`config.mk`:
```
export PLATFORM = sky130hd
export DESIGN_NAME = ws281x_decode
export DESIGN_NICKNAME = d
export VERILOG_FILES = /design/src/rtl/ws281x_decode.sv
export SDC_FILE = /design/constraint.sdc
export NUM_CORES = 1
export LEC_CHECK = 0
export BUFFER_PORTS_ARGS = -buffer_cell sky130_fd_sc_hd__clkbuf_2
export CORE_MARGIN = 2
export CORE_UTILIZATION = 35
export DETAILED_ROUTE_END_ITERATION = 6
export SETUP_SLACK_MARGIN = 0.15
export SYNTH_ARGS = -nofsm -noshare
export SYNTH_HDL_FRONTEND = slang
export SYNTH_SLANG_ARGS = --single-unit
```
`constraint.sdc`:
```
create_clock -name clk_in -period 7.5 [get_ports clk_in]
set_input_delay 0.375 -clock clk_in [delete_from_list [all_inputs] [get_ports clk_in]]
set_output_delay 0.375 -clock clk_in [all_outputs]
set_load 0.03 [all_outputs]
```
`src/rtl/ws281x_decode.sv`:
```
// ws281x_decode: WS281x single-wire receiver.
// Classifies each high pulse against a width threshold, assembles MSB-first
// 24-bit pixels, strobes them out with a frame-RAM address, and signals frame
// end when the line stays low for the reset period.
// Optional macro WS281X_DECODE_ERR_EN adds a sticky decode_err_out flag.
module ws281x_decode #(
    parameter int unsigned ADDR_WIDTH = 6,
    parameter int unsigned CNT_WIDTH  = 16
) (
    input  logic                  clk_in,
    input  logic                  rst_in,
    input  logic                  ws281x_code_in,
    input  logic [7:0]            bit_thr_cnt_in,
    input  logic [CNT_WIDTH-1:0]  rst_cnt_in,
    output logic                  pixel_valid_out,
    output logic [ADDR_WIDTH-1:0] pixel_addr_out,
    output logic [23:0]           pixel_data_out,
    output logic                  frame_done_out
`ifdef WS281X_DECODE_ERR_EN
    ,
    output logic                  decode_err_out
`endif
);

    typedef enum logic [1:0] {ST_SYNC, ST_IDLE, ST_HIGH, ST_LOW} state_t;

    state_t                state_q, state_d;
    logic [2:0]            sync_q, sync_d;
    logic [7:0]            high_cnt_q, high_cnt_d;
    logic [CNT_WIDTH-1:0]  low_cnt_q, low_cnt_d;
    logic [4:0]            bit_cnt_q, bit_cnt_d;
    logic [23:0]           shift_q, shift_d;
    logic [ADDR_WIDTH-1:0] idx_q, idx_d;
    logic                  any_bit_q, any_bit_d;
    logic                  fd_pend_q, fd_pend_d;
    logic                  pixel_valid_q, pixel_valid_d;
    logic                  frame_done_q, frame_done_d;
    logic [23:0]           data_q, data_d;
    logic [ADDR_WIDTH-1:0] addr_q, addr_d;

    logic                  s2, rise, fall, timeout, pix_done, frame_end;
    logic [CNT_WIDTH-1:0]  rst_lim;

    assign s2       = sync_q[1];
    assign rise     = sync_q[1] & ~sync_q[2];
    assign fall     = ~sync_q[1] & sync_q[2];
    assign rst_lim  = (rst_cnt_in == '0) ? CNT_WIDTH'(1) : rst_cnt_in;
    assign timeout  = (low_cnt_q >= rst_lim);
    assign pix_done = (bit_cnt_q == 5'd24);
    // A frame end that coincides with a pixel strobe is held one cycle (fd_pend_q)
    assign frame_end = ((state_q == ST_LOW) && !rise && timeout) || fd_pend_q;

    // Next-state: synchroniser shift, pulse counters, FSM, pixel and frame-end handling
    always_comb begin
        sync_d        = {sync_q[1:0], ws281x_code_in};
        state_d       = state_q;
        high_cnt_d    = high_cnt_q;
        low_cnt_d     = low_cnt_q;
        bit_cnt_d     = bit_cnt_q;
        shift_d       = shift_q;
        idx_d         = idx_q;
        any_bit_d     = any_bit_q;
        fd_pend_d     = 1'b0;
        pixel_valid_d = 1'b0;
        frame_done_d  = 1'b0;
        data_d        = data_q;
        addr_d        = addr_q;

        if (rise) begin
            high_cnt_d = '0;
        end else if (state_q == ST_HIGH && high_cnt_q != '1) begin
            high_cnt_d = high_cnt_q + 8'd1;
        end

        if (fall || (state_q == ST_SYNC && s2)) begin
            low_cnt_d = '0;
        end else if ((state_q == ST_LOW || state_q == ST_SYNC) && low_cnt_q != '1) begin
            low_cnt_d = low_cnt_q + 1'b1;
        end

        case (state_q)
            ST_SYNC: if (!s2 && timeout) state_d = ST_IDLE;
            ST_IDLE: if (rise) state_d = ST_HIGH;
            ST_HIGH: begin
                if (fall) begin
                    shift_d   = {shift_q[22:0], (high_cnt_q > bit_thr_cnt_in)};
                    bit_cnt_d = bit_cnt_q + 5'd1;
                    any_bit_d = 1'b1;
                    state_d   = ST_LOW;
                end
            end
            ST_LOW: begin
                if (rise)         state_d = ST_HIGH;
                else if (timeout) state_d = ST_IDLE;
            end
            default: state_d = ST_SYNC;
        endcase

        if (pix_done) begin
            pixel_valid_d = 1'b1;
            data_d        = shift_q;
            addr_d        = idx_q;
            idx_d         = idx_q + 1'b1;
            bit_cnt_d     = '0;
        end

        if (frame_end) begin
            if (pix_done) begin
                fd_pend_d = 1'b1;
            end else begin
                frame_done_d = any_bit_q;
                any_bit_d    = 1'b0;
                bit_cnt_d    = '0;
                idx_d        = '0;
            end
        end
    end

    // State registers, all cleared asynchronously
    always_ff @(posedge clk_in or posedge rst_in) begin
        if (rst_in) begin
            state_q       <= ST_SYNC;
            sync_q        <= '0;
            high_cnt_q    <= '0;
            low_cnt_q     <= '0;
            bit_cnt_q     <= '0;
            shift_q       <= '0;
            idx_q         <= '0;
            any_bit_q     <= 1'b0;
            fd_pend_q     <= 1'b0;
            pixel_valid_q <= 1'b0;
            frame_done_q  <= 1'b0;
            data_q        <= '0;
            addr_q        <= '0;
        end else begin
            state_q       <= state_d;
            sync_q        <= sync_d;
            high_cnt_q    <= high_cnt_d;
            low_cnt_q     <= low_cnt_d;
            bit_cnt_q     <= bit_cnt_d;
            shift_q       <= shift_d;
            idx_q         <= idx_d;
            any_bit_q     <= any_bit_d;
            fd_pend_q     <= fd_pend_d;
            pixel_valid_q <= pixel_valid_d;
            frame_done_q  <= frame_done_d;
            data_q        <= data_d;
            addr_q        <= addr_d;
        end
    end

    assign pixel_valid_out = pixel_valid_q;
    assign pixel_addr_out  = addr_q;
    assign pixel_data_out  = data_q;
    assign frame_done_out  = frame_done_q;

`ifdef WS281X_DECODE_ERR_EN
    logic err_q, err_d, err_set, trunc;

    // Sticky error: saturated high pulse, runt low, truncated pixel; a frame_done restarts it
    always_comb begin
        trunc   = frame_end && !pix_done && (bit_cnt_q != '0);
        err_set = ((state_q == ST_HIGH) && (high_cnt_q == '1)) ||
                  ((state_q == ST_LOW) && rise && (low_cnt_q < CNT_WIDTH'(2)));
        if (frame_done_d) err_d = trunc | err_set;
        else              err_d = err_q | trunc | err_set;
    end

    // Error flag register
    always_ff @(posedge clk_in or posedge rst_in) begin
        if (rst_in) err_q <= 1'b0;
        else        err_q <= err_d;
    end

    assign decode_err_out = err_q;
`endif

endmodule
```
; ---- After elaboration in Yosys (flattened, before gate mapping)
; Cells that the tools add are included.
[word_totals]
register_bits = 98
elab_cells = 77
output_inout_bits = 32
[op_classes]
magnitude_cmp = 2
bitwise_logic = 4
n_addsub = 4
n_mux = 27
n_reduce_logical = 17
eq_ne = 10
[ops]
columns = operator, count
row1 = 16-bit 2-to-1 mux, 3
row2 = 5-bit 2-to-1 mux, 5
row3 = 6-bit 2-to-1 mux, 3
row4 = "16-bit by 1-bit adder with 16-bit output, second input constant", 1
row5 = 16-bit >= comparator, 1
row6 = 16-bit zero test, 1
row7 = 8-bit 2-to-1 mux, 2
row8 = "16-bit != test, second input constant", 1
row9 = 2-bit 2-to-1 mux, 5
row10 = "8-bit by 1-bit adder with 8-bit output, second input constant", 1
row11 = 8-bit > comparator, 1
row12 = 1-bit 2-to-1 mux, 8
row13 = "8-bit != test, second input constant", 1
row14 = 2-bit one-hot mux with 4 select lines, 1
row15 = "6-bit by 1-bit adder with 6-bit output, second input constant", 1
row16 = 1-bit logical AND, 6
row17 = "5-bit by 1-bit adder with 5-bit output, second input constant", 1
row18 = "5-bit equality test, second input constant", 1
row19 = "2-bit equality test, second input constant", 2
row20 = "2-bit != test, second input constant", 2
row21 = 4-bit AND reduction, 1
row22 = 2-bit nonzero test, 2
row23 = 1-bit logical OR, 3
row24 = "3-bit != test, second input constant", 1
row25 = 7 further kinds, 10

; ---- Logic depth before layout (Yosys ltp)
; Gate-level depths: netlist of run 1.
[depth]
word_depth = 7
ltp_mapped = 10
ltp_nobuf = 9

; ---- Worst setup path after synthesis of run 1
; Ideal clock, no wire load.
[synth_path]
kind = input to register
start = in rst_cnt_in[8]
end = reg idx_q[5]
required_ps = 7413
arrival_ps = 2156
slack_ps = 5257
cell_stages = 10
path_cell_list = nor4_1 -> a41o_1 -> ha_1 -> nor3b_1 -> o21ai_0 -> a31oi_1 -> a21oi_1 -> or3_1 -> buf_2 -> o211ai_1
[synth_between]
elab_chain_cells = 6
[synth_rtl]
columns = item, line_no
row1 = from (decl), 14  ; input logic [CNT_WIDTH-1:0] rst_cnt_in,
row2 = 16-bit zero test, 47  ; assign rst_lim = (rst_cnt_in == '0) ? CNT_WIDTH'(1) : rst_cnt_in;
row3 = 16-bit 2-to-1 mux *, 47
row4 = 16-bit >= comparator *, 48  ; assign timeout = (low_cnt_q >= rst_lim);
row5 = 1-bit logical AND *, 51  ; assign frame_end = ((state_q == ST_LOW) && !rise && timeout) || fd_pend_q;
row6 = 1-bit logical OR *, 51
row7 = 6-bit 2-to-1 mux *, 107  ; if (frame_end) begin
row8 = net idx_d[5], 33  ; logic [ADDR_WIDTH-1:0] idx_q, idx_d;
row9 = to (signal assigned), 142  ; idx_q <= idx_d;
row10 = to (decl), 33
; The timed path passes the listed nets; every way through them passes the cells marked *.
; A chain may end at the register's enable or synchronous reset.

; ---- Worst setup path in the final report of run 1
[layout_path]
start = reg bit_cnt_q[0]
end = reg idx_q[4]
[layout_between]
elab_chain_cells = 4
[layout_rtl]
columns = item, line_no
row1 = from (decl), 31  ; logic [4:0] bit_cnt_q, bit_cnt_d;
row2 = from (signal assigned), 140  ; bit_cnt_q <= bit_cnt_d;
row3 = 5-bit equality test *, 49  ; assign pix_done = (bit_cnt_q == 5'd24);
row4 = 6-bit 2-to-1 mux, 99  ; if (pix_done) begin
row5 = 6-bit 2-to-1 mux, 108  ; if (pix_done) begin
row6 = 6-bit 2-to-1 mux *, 107
row7 = net idx_d[4], 33
; Marks and branches as above.

==> impl_metrics.json, run 1 <==
{
  "gr-total-overflow": 0,
  "htreeDepth": 3,
  "drive_gt1_share_pct": 14.29,
  "fin_skew_ns": 0.007207,
  "cp.arrival_ns": 3.33,
  "seq_area_sq_um": 2452,
  "drv_slew": 0,
  "area_growth_pct": 15.87,
  "endpoint": "idx_q[4]",
  "clockPowerShare_pct": 29.9,
  "first_iter_violations": 163,
  "ys_ff_latch": 98,
  "cts_tree": "yes",
  "p_per_area_nw_per_um2": 277.1,
  "drc_errors": 0,
  "clock_sinks": 98,
  "post-route-util_pct": 41.86,
  "dp_hpwl_um": 6719,
  "die_w_um": 121.6,
  "ys.flop_type": "dfrtp_1",
  "holdCritPathClass": "in2async",
  "synth_top_cell_area_share_pct": 50.66,
  "place_area_sq_um": 5309,
  "cp_max_fo": 42,
  "critical_path_class": "reg2reg",
  "syn_avg_cell_area_sq_um": 9.048,
  "timing.critical_path.from": "bit_cnt_q[0]",
  "yosysSeqAreaShare_pct": 50.66,
  "via_per_inst": 4.764,
  "io_pins": 59,
  "cts.path.max_buffers": 2,
  "yosys-top-cells-count": "175 x nand2_1, 98 x dfrtp_1, 37 x nor2_1",
  "die_y_um": 121.6,
  "grt_busiest_layer": "met2",
  "synth_nets": 596,
  "whs_ns": 0.03431,
  "max_cap_viol_count": 0,
  "fillers": 1335,
  "leakage_nw": 3.007,
  "synth_cell_type_count": 45,
  "port_buffers": 58,
  "first_pass_iters": 4,
  "wl_per_cell_um": 12.20,
  "p_sw_uw": 528.2,
  "r2r.worst_path.cells": 7,
  "cts-buffers-inserted": 9,
  "seqPwrFrac_pct": 44.2,
  "synth_area_leaders": "dfrtp_1 51%, nand2_1 14%, ha_1 8.8%",
  "grt_setup_unrepaired": "false",
  "initial_core_util_pct": 36.13,
  "insertion_delay_ns": 0.34,
  "critPathLaunchType": "flop",
  "gp_congestion": 0.7851,
  "fin_crit_ns": 3.079,
  "cts_hold_buffers": 0,
  "p_int_mw": 1.026,
  "r2r_slack_ns": 4.42,
  "met2_usage_pct": 23.24,
  "antenna_found_initial": 0,
  "netlist_area_sq_um": 4841,
  "slew-limit-headroom_pct": 27.65,
  "r2r_start": "bit_cnt_q[0]",
  "tightestPinTransition_ns": 1.085,
  "crit_path_end_kind": "flop",
  "p_sw_share_pct": 33.98,
  "cp.required_ns": 7.75,
  "multi_input_area_sq_um": 2197,
  "path_clk_slew_ns": 0.07,
  "grt_pass1_vias": 3635,
  "peakVddDrop_mv": 0.1743,
  "postCtsSetupRepairBufs": 0,
  "grt_util_met3_pct": 2.528,
  "clock.fmax_mhz": 324.7,
  "grt_pass1_wl_um": 16500,
  "synth_edf_count": 0,
  "setup_viol": 0,
  "ant_nets": 0,
  "fin_nets": 652,
  "fin_setup_tns_ns": 0,
  "rows": 42,
  "core-area_sq_um": 13400,
  "met1_usage_pct": 18.20,
  "finalHoldViolCount": 0,
  "reg2reg_to": "idx_q[4]",
  "ys_async_sr_fraction_pct": 100.0,
  "combPwrFrac_pct": 25.9,
  "syn_inst": 535,
  "cts.repair.resized": 0,
  "synth_area_leader_cell": "dfrtp_1",
  "grt_max_degree": 62,
  "yosysWarningCount": 0,
  "yosysMostFrequentCell": "nand2_1",
  "wl_um": 9403,
  "dr_total_vias": 3673,
  "dieArea_sq_um": 14790,
  "root_buffer": "clkbuf_16",
  "outcome": "completed",
  "final_area_sq_um": 5609,
  "fin_crit_sh_pct": 41.06,
  "grt_use_total_pct": 13.90,
  "antenna_cells": 0
}
[layout make-up]
class,instances,area share (%)
Clock buffer,10,4.261
Clock inverter,5,1.093
Inverter,35,2.387
Multi-Input combinational cell,387,39.17
Sequential cell,98,43.72
Tap cell,176,3.926
Timing Repair Buffer,60,5.443
[power by group through the flow]
| stage | combinational [mW] | clock, mW | sequential [mW] |
|---|---|---|---|
| finish | 0.403 | 0.465 | 0.686 |
| global route | 0.460 | 0.500 | 0.700 |
| CTS | 0.410 | 0.476 | 0.687 |
| detailed placement | 0.407 | 0 | 0.697 |
| global placement | 0.397 | 0 | 0.692 |
| floorplan | 0.274 | 0 | 0.724 |
[per-stage QoR]
stage | std cells | worst slack [ns] | power [mW]
3_5_place_dp | 756 | 4.407 | 1.105
3_3_place_gp | 756 | 4.539 | 1.089
2_1_floorplan | 535 | 4.563 | 0.9973
5_1_grt | 771 | 4.137 | 1.660
6_report | 771 | 4.421 | 1.555
4_1_cts | 771 | 4.369 | 1.573
[worst max-delay path, cell delays in order, from the launching register on]
cell and delay (ns):
dfrtp_1 0.41, inv_1 0.06, ha_1 0.19, nand4b_1 0.09, buf_4 0.36, clkinv_1 0.84
or3_1 0.79, a21boi_0 0.23
[per-layer routing]
layer / vias to the layer above / part of all wire [%]
li1: 1862 / -
met1: 1746 / 48
met2: 53 / 47
met3: 12 / 3.1
met4: 0 / 1.7
met5: - / 0
[logic make-up after synthesis]
group / share of synthesized area, %
compound gates: 7.728
xor+xnor: 4.161
fa+ha+maj: 8.788
buf+inv: 3.954
flops: 50.66
mux: 0.6203
simple gates: 24.09
[placed cells by master, fill, tap and decap left out, types with 3 or more instances in the layout]
cell type,Yosys,final
a21oi_1,18,18
a31oi_1,3,3
and3_1,6,6
clkbuf_16,0,9
clkbuf_2,0,58
dfrtp_1,98,98
ha_1,34,34
inv_1,34,33
mux2i_1,3,3
nand2_1,175,175
nand2b_1,3,3
nand3_1,9,9
nand4_1,10,10
nor2_1,37,37
nor2b_1,3,3
nor3_1,6,6
nor4_1,3,3
o21a_1,3,3
o21ai_0,18,18
or3_1,5,5
xnor2_1,6,6
xor2_1,17,17
[state kept, by name (all words and copies together) (netlist names), 2 cells and up]
signal          cells
pixel_data_out     24
shift_q            24
low_cnt_q          16
high_cnt_q          8
idx_q               6
pixel_addr_out      6
bit_cnt_q           5
sync_q              3
state_q             2
[how the worst min path moves through the flow]
| stage | startpoint | end | slack, ns | cells after the start |
|---|---|---|---|---|
| 2_1_floorplan | sync_q[0] | sync_q[1] | 0.33 | 0 |
| 3_3_place_gp | sync_q[0] | sync_q[1] | 0.34 | 0 |
| 3_5_place_dp | sync_q[0] | sync_q[1] | 0.34 | 0 |
| 4_1_cts | rst_in | high_cnt_q[5] | 0.06 | 2 |
| 5_1_grt | rst_in | high_cnt_q[1] | 0.09 | 2 |
| 6_report | rst_in | high_cnt_q[5] | 0.03 | 2 |
(Power assumes the default switching activity.)
==> inputs of run 2 (changes only) <==
Settings changed: ABC_AREA set to 1.
Clock period 7.5 ns to 3.2 ns, I/O delays scaled along.
==> impl_metrics.json, run 2 <==
{
  "outcome": "completed",
  "combPwrFrac_pct": 19.6,
  "final_area_sq_um": 5995,
  "place_area_sq_um": 5688,
  "holdCritPathClass": "in2async",
  "grt_pass1_vias": 4003,
  "synth_nets": 714,
  "crit_path_end_kind": "flop",
  "layout.cells.most_common": "nand2_1",
  "ys_async_sr_fraction_pct": 100.0,
  "first_pass_iters": 6,
  "synth_cell_type_count": 32,
  "cts.path.max_buffers": 2,
  "syn_avg_cell_area_sq_um": 7.984,
  "synth-xor-area-share_pct": 1.512,
  "dieArea_sq_um": 15890,
  "clock_sinks": 98,
  "slew-limit-headroom_pct": 30.95,
  "yosysWarningCount": 0,
  "ys_ff_latch": 98,
  "grt_use_total_pct": 14.52,
  "antenna_found_initial": 0,
  "seq_area_sq_um": 2452,
  "area_growth_pct": 14.97,
  "insertion_delay_ns": 0.35,
  "critPathLaunchType": "flop",
  "cts-buffers-inserted": 9,
  "drive_gt1_share_pct": 13.17,
  "synth_top_family_by_area": "simple AND/OR/NAND/NOR gates",
  "cts_tree": "yes",
  "synth_top_cell_area_share_pct": 47.04,
  "initial_core_util_pct": 35.87,
  "rows": 44,
  "root_buffer": "clkbuf_16",
  "fin_crit_sh_pct": 62.46,
  "path_clk_slew_ns": 0.07,
  "yosysMostFrequentCell": "nand2_1",
  "die_y_um": 126.1,
  "grt_pass1_wl_um": 18990,
  "synth_area_leader_cell": "dfrtp_1",
  "setup_viol": 0,
  "peakVddDrop_mv": 0.3084,
  "p_sw_share_pct": 32.76,
  "ant_nets": 0,
  "yosysSeqAreaShare_pct": 47.04,
  "r2r.worst_path.cells": 8,
  "finalHoldViolCount": 0,
  "synthMuxAreaShare_pct": 0,
  "pre_cts_ws_ns": 0.8354,
  "tightestPinTransition_ns": 1.036,
  "critical_path_class": "reg2reg",
  "p_sw_mw": 1.009,
  "wl_um": 10780,
  "netlist_area_sq_um": 5214,
  "ys.flop_type": "dfrtp_1",
  "mostFrequentLayoutCells": "188 x nand2_1, 102 x inv_1, 98 x dfrtp_1, 66 x o21ai_0, 58 x clkbuf_2",
  "synth_fa_ha_area_share_pct": 8.159,
  "drv_slew": 0,
  "dp_hpwl_um": 7684,
  "cp_max_fo": 17,
  "first_iter_violations": 257,
  "gp_congestion": 0.7952,
  "leakage_nw": 3.122,
  "syn_inst": 653,
  "io_pins": 59,
  "max_cap_viol_count": 0,
  "core-area_sq_um": 14530,
  "die_w_um": 126.1,
  "fin_crit_ns": 1.999,
  "wl_per_cell_um": 12.01,
  "grt_setup_unrepaired": "false",
  "seqPwrFrac_pct": 45.5,
  "synth_compound_area_share_pct": 9.815,
  "port_buffers": 58,
  "synth_area_leaders": "dfrtp_1 47%, nand2_1 14%, ha_1 8.2%",
  "clockPowerShare_pct": 34.9,
  "antenna_cells": 0,
  "grt_max_degree": 84,
  "clock.fmax_mhz": 500.3,
  "yosys-top-cells-count": "188 x nand2_1, 103 x inv_1, 98 x dfrtp_1",
  "p_per_area_nw_per_um2": 513.8,
  "yosys.area_share.simple_pct": 24.36,
  "cp.arrival_ns": 2.21,
  "fillers": 1524,
  "postCtsSetupRepairBufs": 0,
  "cp.required_ns": 3.41,
  "fin_nets": 770,
  "multi_input_area_sq_um": 2288,
  "p_int_mw": 2.071,
  "drc_errors": 0,
  "via_per_inst": 4.581,
  "fin_setup_tns_ns": 0,
  "setup_slack_ns": 1.201,
  "dr_total_vias": 4114,
  "htreeDepth": 3,
  "fin_skew_ns": 0.01049,
  "synth_edf_count": 0,
  "gr-total-overflow": 0
}
## run 2: changes by cell type in the layout (fill, tap and decap cells not counted), sizes merged, moves of 7 or more
| cell | before | now |
|---|---|---|
| and3 | 7 | 0 |
| nand2 | 175 | 190 |
| xor2 | 17 | 8 |
| a21oi | 18 | 25 |
| inv | 36 | 105 |
| o21ai | 18 | 67 |
| nand3 | 10 | 35 |
## run 2: repair_timing
action,in CTS,in global routing
endpoints found under the hold margin,1,0
resized for setup,0,0
hold buffers,1,0
endpoints found under the setup margin,0,0
## run 2: layer usage
| metal | track usage [%] | part of all wire, % | wire length, um | up-vias |
|---|---|---|---|---|
| met5 | 0 | 0 | 0 | - |
| li1 | - | - | - | 2190 |
| met1 | 20.19 | 50 | 5391 | 1855 |
| met3 | 3.016 | 2.9 | 313 | 11 |
| met4 | 4.913 | 1.5 | 164 | 0 |
| met2 | 22.64 | 46 | 4915 | 58 |
## run 2: layout make-up
type	instances	area share, %
clock buffers	9	3.757
clock inverters	7	1.190
inverters	103	6.491
multi-input cells	433	38.18
flip-flops and latches	98	40.91
well taps	184	3.841
repair buffers	64	5.636
## run 2: power groups by stage
stage / combinational, mW / clock [mW] / sequential, mW
global placement: 0.599 / 0 / 1.42
finish: 0.602 / 1.08 / 1.40
global route: 0.716 / 1.17 / 1.41
detailed placement: 0.606 / 0 / 1.43
floorplan: 0.486 / 0 / 1.40
CTS: 0.610 / 1.11 / 1.40
## run 2: worst max-delay path, cell delays in order (launching register included)
cell     delay (ns)
dfrtp_1        0.40
ha_1           0.25
nand3_4        0.12
nor2_4         0.17
nand3_2        0.12
nor2_4         0.13
nor2_4         0.10
nor3_4         0.42
o21ai_0        0.14
## run 2: worst paths after layout
| kind | start | end | slack (ns) |
|---|---|---|---|
| max in group asynchronous | rst_in | any_bit_q | 2.35 |
| min reg2reg | sync_q[0] | sync_q[1] | 0.39 |
| max | low_cnt_q[1] | low_cnt_q[15] | 1.20 |
| min in group clk_in | bit_thr_cnt_in[7] | shift_q[0] | 0.36 |
| max reg2reg | low_cnt_q[1] | low_cnt_q[15] | 1.20 |
| min | rst_in | sync_q[0] | 0.02 |
## run 2: cell families after synthesis
| family | count (synthesis) |
|---|---|
| AOI/OAI and AO/OA | 98 |
| adders and majority gates | 34 |
| xor gates and xnor gates | 9 |
| and+or+nand+nor | 292 |
| buffers and inverters | 122 |
| DFF | 98 |
## run 2: through the flow
stage	util [%]	total power [mW]	std cells	hold slack, ns
after floorplan	-	1.887	653	0.1914
after global placement	39.14	2.024	881	0.2733
after detailed placement	39.14	2.031	881	0.2750
after CTS	41.24	3.120	898	0.09307
after global routing	41.24	3.298	898	0.1449
final	41.24	3.080	898	0.02342
